==> src/rtl/bus_control_sequencer_if.sv <==
// Bus/handshake bundle between the control sequencer (master) and the datapath/memory (slave).
// Field names follow the datapath's control-signal naming.
interface bus_control_sequencer_if;
   logic        run;
   logic [31:0] ir;
   logic        mem_ready;

   logic [15:0] R_out;
   logic [15:0] R_in;
   logic        HIout;
   logic        LOout;
   logic        ZHIout;
   logic        ZLOout;
   logic        PCout;
   logic        MDRout;
   logic        CSignout;
   logic        HIin;
   logic        LOin;
   logic        Zin;
   logic        Yin;
   logic        PCin;
   logic        MARin;
   logic        MDRin;
   logic        IRin;
   logic        IncPC;
   logic        Read;
   logic        Write;
   logic [4:0]  alu_op;
   logic        halted;
   logic        illegal;

   modport master (
      input  run, ir, mem_ready,
      output R_out, R_in, HIout, LOout, ZHIout, ZLOout, PCout, MDRout, CSignout,
      output HIin, LOin, Zin, Yin, PCin, MARin, MDRin, IRin, IncPC,
      output Read, Write, alu_op, halted, illegal
   );

   modport slave (
      output run, ir, mem_ready,
      input  R_out, R_in, HIout, LOout, ZHIout, ZLOout, PCout, MDRout, CSignout,
      input  HIin, LOin, Zin, Yin, PCin, MARin, MDRin, IRin, IncPC,
      input  Read, Write, alu_op, halted, illegal
   );
endinterface

==> src/rtl/bus_control_sequencer.sv <==
// Control-step sequencer: walks IDLE/T0..T7/HALT and decodes per-step bus source and load
// strobes from the step and the IR opcode/register fields.
module bus_control_sequencer (
   input logic                     clock,
   input logic                     reset,
   bus_control_sequencer_if.master bus
);

   typedef enum logic [3:0] {
      StIdle, StT0, StT1, StT2, StT3, StT4, StT5, StT6, StT7, StHalt
   } state_e;

   typedef enum logic [3:0] {
      ClsLd, ClsSt, ClsAlu, ClsImm, ClsMulDiv, ClsMfhi, ClsMflo, ClsNop, ClsHalt, ClsIllegal
   } cls_e;

   localparam logic [4:0] OpAdd = 5'b00011;

   state_e      state_q, state_d;
   logic        wait_q, wait_d;
   cls_e        cls;
   logic [4:0]  opcode;
   logic [3:0]  ra, rb, rc;
   logic [15:0] ra_oh, rb_oh, rc_oh;

   assign opcode = bus.ir[31:27];
   assign ra     = bus.ir[26:23];
   assign rb     = bus.ir[22:19];
   assign rc     = bus.ir[18:15];
   assign ra_oh  = 16'd1 << ra;
   assign rb_oh  = 16'd1 << rb;
   assign rc_oh  = 16'd1 << rc;

   always_comb begin
      cls = ClsIllegal;
      case (opcode)
         5'b00000:                            cls = ClsLd;
         5'b00001:                            cls = ClsSt;
         5'b00011, 5'b00100, 5'b00101, 5'b00110: cls = ClsAlu;
         5'b01100, 5'b01101, 5'b01110:        cls = ClsImm;
         5'b01111, 5'b10000:                  cls = ClsMulDiv;
         5'b10001:                            cls = ClsMfhi;
         5'b10010:                            cls = ClsMflo;
         5'b11010:                            cls = ClsNop;
         5'b11011:                            cls = ClsHalt;
         default:                             cls = ClsIllegal;
      endcase
   end

   // wait_d marks that the next cycle repeats the current step (memory not ready yet).
   always_comb begin
      state_d = state_q;
      wait_d  = 1'b0;
      unique case (state_q)
         StIdle: if (bus.run) state_d = StT0;
         StT0:   state_d = StT1;
         StT1: begin
            if (bus.mem_ready) state_d = StT2;
            else               wait_d  = 1'b1;
         end
         StT2:   state_d = StT3;
         StT3: begin
            unique case (cls)
               ClsLd, ClsSt, ClsAlu, ClsImm, ClsMulDiv: state_d = StT4;
               ClsHalt:                                 state_d = StHalt;
               default:                                 state_d = StT0;
            endcase
         end
         StT4:   state_d = StT5;
         StT5: begin
            if (cls == ClsLd || cls == ClsSt || cls == ClsMulDiv) state_d = StT6;
            else                                                   state_d = StT0;
         end
         StT6: begin
            if (cls == ClsLd) begin
               if (bus.mem_ready) state_d = StT7;
               else               wait_d  = 1'b1;
            end else if (cls == ClsSt) begin
               state_d = StT7;
            end else begin
               state_d = StT0;
            end
         end
         StT7: begin
            if (cls == ClsSt && !bus.mem_ready) wait_d  = 1'b1;
            else                                state_d = StT0;
         end
         StHalt: state_d = StHalt;
         default: state_d = StIdle;
      endcase
   end

   always_ff @(posedge clock) begin
      if (reset) begin
         state_q <= StIdle;
         wait_q  <= 1'b0;
      end else begin
         state_q <= state_d;
         wait_q  <= wait_d;
      end
   end

   always_comb begin
      bus.R_out    = '0;
      bus.R_in     = '0;
      bus.HIout    = 1'b0;
      bus.LOout    = 1'b0;
      bus.ZHIout   = 1'b0;
      bus.ZLOout   = 1'b0;
      bus.PCout    = 1'b0;
      bus.MDRout   = 1'b0;
      bus.CSignout = 1'b0;
      bus.HIin     = 1'b0;
      bus.LOin     = 1'b0;
      bus.Zin      = 1'b0;
      bus.Yin      = 1'b0;
      bus.PCin     = 1'b0;
      bus.MARin    = 1'b0;
      bus.MDRin    = 1'b0;
      bus.IRin     = 1'b0;
      bus.IncPC    = 1'b0;
      bus.Read     = 1'b0;
      bus.Write    = 1'b0;
      bus.alu_op   = '0;
      bus.halted   = 1'b0;
      bus.illegal  = 1'b0;
      unique case (state_q)
         StT0: begin
            bus.PCout = 1'b1;
            bus.MARin = 1'b1;
            bus.IncPC = 1'b1;
            bus.Zin   = 1'b1;
         end
         StT1: begin
            bus.Read  = 1'b1;
            bus.MDRin = 1'b1;
            // PC update happens once, not on every wait cycle.
            if (!wait_q) begin
               bus.ZLOout = 1'b1;
               bus.PCin   = 1'b1;
            end
         end
         StT2: begin
            bus.MDRout = 1'b1;
            bus.IRin   = 1'b1;
         end
         StT3: begin
            unique case (cls)
               ClsLd, ClsSt, ClsAlu, ClsImm: begin
                  bus.R_out = rb_oh;
                  bus.Yin   = 1'b1;
               end
               ClsMulDiv: begin
                  bus.R_out = ra_oh;
                  bus.Yin   = 1'b1;
               end
               ClsMfhi: begin
                  bus.HIout = 1'b1;
                  bus.R_in  = ra_oh;
               end
               ClsMflo: begin
                  bus.LOout = 1'b1;
                  bus.R_in  = ra_oh;
               end
               ClsIllegal: bus.illegal = 1'b1;
               default: ;
            endcase
         end
         StT4: begin
            bus.Zin = 1'b1;
            unique case (cls)
               ClsLd, ClsSt: begin
                  bus.CSignout = 1'b1;
                  bus.alu_op   = OpAdd;
               end
               ClsAlu: begin
                  bus.R_out  = rc_oh;
                  bus.alu_op = opcode;
               end
               ClsImm: begin
                  bus.CSignout = 1'b1;
                  bus.alu_op   = opcode;
               end
               ClsMulDiv: begin
                  bus.R_out  = rb_oh;
                  bus.alu_op = opcode;
               end
               default: bus.Zin = 1'b0;
            endcase
         end
         StT5: begin
            unique case (cls)
               ClsLd, ClsSt: begin
                  bus.ZLOout = 1'b1;
                  bus.MARin  = 1'b1;
               end
               ClsAlu, ClsImm: begin
                  bus.ZLOout = 1'b1;
                  bus.R_in   = ra_oh;
               end
               ClsMulDiv: begin
                  bus.ZLOout = 1'b1;
                  bus.LOin   = 1'b1;
               end
               default: ;
            endcase
         end
         StT6: begin
            unique case (cls)
               ClsLd: begin
                  bus.Read  = 1'b1;
                  bus.MDRin = 1'b1;
               end
               ClsSt: begin
                  bus.R_out = ra_oh;
                  bus.MDRin = 1'b1;
               end
               ClsMulDiv: begin
                  bus.ZHIout = 1'b1;
                  bus.HIin   = 1'b1;
               end
               default: ;
            endcase
         end
         StT7: begin
            unique case (cls)
               ClsLd: begin
                  bus.MDRout = 1'b1;
                  bus.R_in   = ra_oh;
               end
               ClsSt: bus.Write = 1'b1;
               default: ;
            endcase
         end
         StHalt: bus.halted = 1'b1;
         default: ;
      endcase
   end

endmodule

==> src/flat_wrapper.sv <==
// flat-port wrapper written by rule: the top's interface ports become plain ports
module bus_control_sequencer_flat 
  (clock, reset, bus_run, bus_ir, bus_mem_ready, bus_R_out, bus_R_in, bus_HIout, bus_LOout, bus_ZHIout, bus_ZLOout, bus_PCout, bus_MDRout, bus_CSignout, bus_HIin, bus_LOin, bus_Zin, bus_Yin, bus_PCin, bus_MARin, bus_MDRin, bus_IRin, bus_IncPC, bus_Read, bus_Write, bus_alu_op, bus_halted, bus_illegal);
  bus_control_sequencer_if bus_i ();
  input logic clock;
  input logic reset;
  input wire logic [$bits(bus_i.run)-1:0] bus_run;
  input wire logic [$bits(bus_i.ir)-1:0] bus_ir;
  input wire logic [$bits(bus_i.mem_ready)-1:0] bus_mem_ready;
  output wire logic [$bits(bus_i.R_out)-1:0] bus_R_out;
  output wire logic [$bits(bus_i.R_in)-1:0] bus_R_in;
  output wire logic [$bits(bus_i.HIout)-1:0] bus_HIout;
  output wire logic [$bits(bus_i.LOout)-1:0] bus_LOout;
  output wire logic [$bits(bus_i.ZHIout)-1:0] bus_ZHIout;
  output wire logic [$bits(bus_i.ZLOout)-1:0] bus_ZLOout;
  output wire logic [$bits(bus_i.PCout)-1:0] bus_PCout;
  output wire logic [$bits(bus_i.MDRout)-1:0] bus_MDRout;
  output wire logic [$bits(bus_i.CSignout)-1:0] bus_CSignout;
  output wire logic [$bits(bus_i.HIin)-1:0] bus_HIin;
  output wire logic [$bits(bus_i.LOin)-1:0] bus_LOin;
  output wire logic [$bits(bus_i.Zin)-1:0] bus_Zin;
  output wire logic [$bits(bus_i.Yin)-1:0] bus_Yin;
  output wire logic [$bits(bus_i.PCin)-1:0] bus_PCin;
  output wire logic [$bits(bus_i.MARin)-1:0] bus_MARin;
  output wire logic [$bits(bus_i.MDRin)-1:0] bus_MDRin;
  output wire logic [$bits(bus_i.IRin)-1:0] bus_IRin;
  output wire logic [$bits(bus_i.IncPC)-1:0] bus_IncPC;
  output wire logic [$bits(bus_i.Read)-1:0] bus_Read;
  output wire logic [$bits(bus_i.Write)-1:0] bus_Write;
  output wire logic [$bits(bus_i.alu_op)-1:0] bus_alu_op;
  output wire logic [$bits(bus_i.halted)-1:0] bus_halted;
  output wire logic [$bits(bus_i.illegal)-1:0] bus_illegal;
  assign bus_i.run = bus_run;
  assign bus_i.ir = bus_ir;
  assign bus_i.mem_ready = bus_mem_ready;
  assign bus_R_out = bus_i.R_out;
  assign bus_R_in = bus_i.R_in;
  assign bus_HIout = bus_i.HIout;
  assign bus_LOout = bus_i.LOout;
  assign bus_ZHIout = bus_i.ZHIout;
  assign bus_ZLOout = bus_i.ZLOout;
  assign bus_PCout = bus_i.PCout;
  assign bus_MDRout = bus_i.MDRout;
  assign bus_CSignout = bus_i.CSignout;
  assign bus_HIin = bus_i.HIin;
  assign bus_LOin = bus_i.LOin;
  assign bus_Zin = bus_i.Zin;
  assign bus_Yin = bus_i.Yin;
  assign bus_PCin = bus_i.PCin;
  assign bus_MARin = bus_i.MARin;
  assign bus_MDRin = bus_i.MDRin;
  assign bus_IRin = bus_i.IRin;
  assign bus_IncPC = bus_i.IncPC;
  assign bus_Read = bus_i.Read;
  assign bus_Write = bus_i.Write;
  assign bus_alu_op = bus_i.alu_op;
  assign bus_halted = bus_i.halted;
  assign bus_illegal = bus_i.illegal;
  bus_control_sequencer u_core (.clock(clock), .reset(reset), .bus(bus_i));
endmodule
==> config.mk <==
export PLATFORM = sky130hd
export DESIGN_NAME = bus_control_sequencer_flat
export DESIGN_NICKNAME = d
export VERILOG_FILES = /design/src/rtl/bus_control_sequencer_if.sv /design/src/rtl/bus_control_sequencer.sv /design/src/flat_wrapper.sv
export SDC_FILE = /design/constraint.sdc
export NUM_CORES = 1
export LEC_CHECK = 0
export CORE_MARGIN = 1
export CORE_UTILIZATION = 42
export CTS_BUF_LIST = sky130_fd_sc_hd__clkbuf_8
export DETAILED_ROUTE_END_ITERATION = 10
export PLACE_DENSITY_LB_ADDON = 0.2
export SETUP_SLACK_MARGIN = 0.1
export SLEW_MARGIN = 10
export SYNTH_ARGS = -nofsm -noshare
export SYNTH_HDL_FRONTEND = slang
export SYNTH_SLANG_ARGS = --single-unit
==> constraint.sdc <==
create_clock -name clock -period 3.1 [get_ports clock]
set_input_delay 0.62 -clock clock [delete_from_list [all_inputs] [get_ports clock]]
set_output_delay 0.62 -clock clock [all_outputs]
set_load 0.005 [all_outputs]
==> reports/qor.csv, run 1 <==
metric,value,unit
violated checks,setup timing,
Avg Vias per Cell,6.57,
maximum buffer depth of the clock tree,2,
Initial Util,44.5,%
pre-CTS WS,-0.996,ns
Worst Skew,0.00520,ns
status,"complete, but fails checks",
largest net degree at the start of global routing,10,
worst vdd ir,174,uV
crit path DAT,2.72,ns
initial antenna violation count,0,
Layout area overhead,98.2,%
Synth Flop Type,dfxtp_1,
Max-slew headroom,59.0,%
CTS tree,done,
Fillers,181,
power per cell area,185,mW/mm^2
crit path max fanout,4,
Post-Layout Inst Area,0.00361,sq mm
Placed Cells,419,
syn_nets,296,
Worst Setup End Kind,output port,
Mean Syn Cell Area,7.08,sq um
Cell variety after synth,63,
RSZ-0062 raised after global routing,yes,
Root Driver,clkbuf_8,
first-pass GRT wire length,13100,microns
Synth Cell Area,0.00182,sq mm
GRT met3 Usage,4.33,%
number of hold buffers added after CTS,0,
vias post-DR,3063,
die height,67.8,microns
clk sinks,5,
Final Max Tran Viols,0,
number of max-cap violations,0,
Post-route DRC,0,
Synth Register Bits,5,
Core Footprint,0.00409,sq mm
sequential cell area fraction in the yosys report,5.50,%
Worst-Skew Late Latency,0.23,ns
Final Util,88.3,%
Antenna diodes,0,
fmax,300,MHz
final RePlAce weighted congestion,0.854,
global-route congestion overflow total,0,
Design Power,666,uW
Nets,456,
per-cell routed wire length,21.0,microns
"Clk pin slew, worst setup/hold paths",0.04,ns
share of layout cells above drive strength 1,53.8,%
Final Cycle Share,108,%
Worst Setup Start Kind,input pin,
"most common cell after layout, fill and taps aside",buf_4,
"antenna viol nets, final",0,
met2 usage,63.9,%
CTS Buf Count,3,
Pre-antenna DRT Iters,5,
Synth Warn #,0,
Pleak,1.53,nW
async set-reset flop share out of synthesis,0,%
I/O Pins,93,
Die Width,67.8,microns
DP Area,0.00295,sq mm
Final Critical Period,3.34,ns
Die ar.,0.00460,sq mm
GRT Total Usage,37.1,%
Rows,23,
"commonest cells after routing, fill and taps aside","71 x buf_4, 42 x buf_2, 29 x buf_6",
Post-synth EDFFs,0,
grt peak-use layer,met2,
final hold vios,0,
I/O Buffers,77,
met1 usage,43.8,%
Least-Margin Pin Slew,0.606,ns
vias in the first global route,2810,
DRT iter0 DRCs,326,
CP Data Required Time,2.48,ns
Sum Neg Setup Slack,-5.86,ns
Post-Route WL,9790,microns
worst hold path type,reg -> reg,
H-tree depth,1,
Setup Viol. Count Final,38,
Layout Cells excl Fill,466,
Post-Syn Instances,257,
DPL Wire Length,5330,microns
final worst setup slack,-0.238,ns
WHS,0.648,ns
WS Path Type,in -> out,
==> path summary, 6_finish.rpt <==
path / startpoint / to / slack [ns] / depth (start not counted)
max: bus_ir[27] / bus_R_out[6] / -0.24 / 13
min: u_core.state_q[2] / u_core.state_q[2] / 0.65 / 2
max reg2reg: u_core.state_q[1] / u_core.state_q[0] / 0.48 / 7
min reg2reg: u_core.state_q[2] / u_core.state_q[2] / 0.65 / 2
==> logic make-up after synthesis <==
kind of cell    after synthesis  synth area share, %
simple gates                115                 36.8
fa+ha+maj                     3                 2.06
xor+xnor                      1                0.481
flops                         5                 5.50
buf+inv                      37                 10.3
compound gates               96                 44.9
==> layout make-up <==
class                           instances  area, sq um  share of cell area, %
Clock buffer                            3         41.3                   1.14
Timing Repair Buffer                  178         1430                   39.6
Sequential cell                         5          100                   2.77
Tap cell                               50         62.6                   1.73
Inverter                               14         52.6                   1.46
Clock inverter                          1         3.75                  0.104
Multi-Input combinational cell        215         1920                   53.2
==> where the power goes <==
group | switching, mW | leakage, nW | internal [mW]
Combinational | 0.230 | 1.47 | 0.216
Sequential | 0.0212 | 0.0408 | 0.0753
Clock | 0.0383 | 0.0269 | 0.0855
Total | 0.289 | 1.53 | 0.377
==> Yosys cell counts (2+ instances only) <==
master,instances,share of area [%]
a2111oi_1,3,1.6
a211o_1,2,0.96
a211oi_1,8,3.3
a211oi_2,9,6.2
a21o_1,5,2.1
a21oi_1,6,1.6
a221o_1,2,1.1
a311oi_1,3,1.4
a31oi_1,4,1.4
and2_1,6,2.1
and2b_1,2,0.82
and3_1,4,1.4
buf_1,4,0.82
buf_2,6,1.6
buf_4,5,2.1
buf_6,3,1.9
clkbuf_1,5,1.0
dfxtp_1,5,5.5
ha_1,3,2.1
inv_1,14,2.9
nand2_1,9,1.9
nand2b_1,9,3.1
nand3_1,13,3.6
nand3b_1,4,1.6
nand4_1,5,1.7
nor2_1,25,5.2
nor2b_1,10,3.4
nor3_1,6,1.6
o2111ai_1,7,3.4
o211ai_1,12,4.9
o21ai_0,10,2.7
o21bai_1,3,1.2
o221ai_1,7,3.4
o31ai_1,2,0.82
or2_2,3,1.0
or3_1,5,1.7
or4b_1,2,1.1
==> routing by layer <==
| metal | share of wire [%] | vias to the layer above | routed length (microns) |
|---|---|---|---|
| li1 | - | 1325 | - |
| met1 | 39 | 1409 | 3830 |
| met4 | 5.9 | 0 | 573 |
| met3 | 7.8 | 74 | 767 |
| met2 | 47 | 255 | 4620 |
| met5 | 0 | - | 0 |
==> critical path: stages <==
cell	delay (ns)
buf_8	0.10
buf_6	0.12
ha_4	0.17
and2b_2	0.21
buf_6	0.12
or3_4	0.35
a211oi_4	0.25
buf_4	0.16
buf_6	0.10
buf_6	0.10
o2111ai_1	0.13
o211ai_1	0.14
buf_2	0.15
==> flip-flops by register name (all words and copies together), names as in the netlist <==
name	count
u_core.state_q	4
u_core.wait_q	1
==> what timing repair did <==
item	CTS	global route
resized for setup	250	58
setup endpoints to repair	52	49
cloned	1	0
setup buffers	28	14
pin swaps	40	47
No activity file was read; power rests on OpenSTA's default activity.
==> run 2: changes to the inputs <==
- CTS_CLUSTER_SIZE: not set -> 24
- HOLD_SLACK_MARGIN: not set -> 0.12
==> results of run 2 <==
Final layout, timing and power as in run 1 (identical DEF).
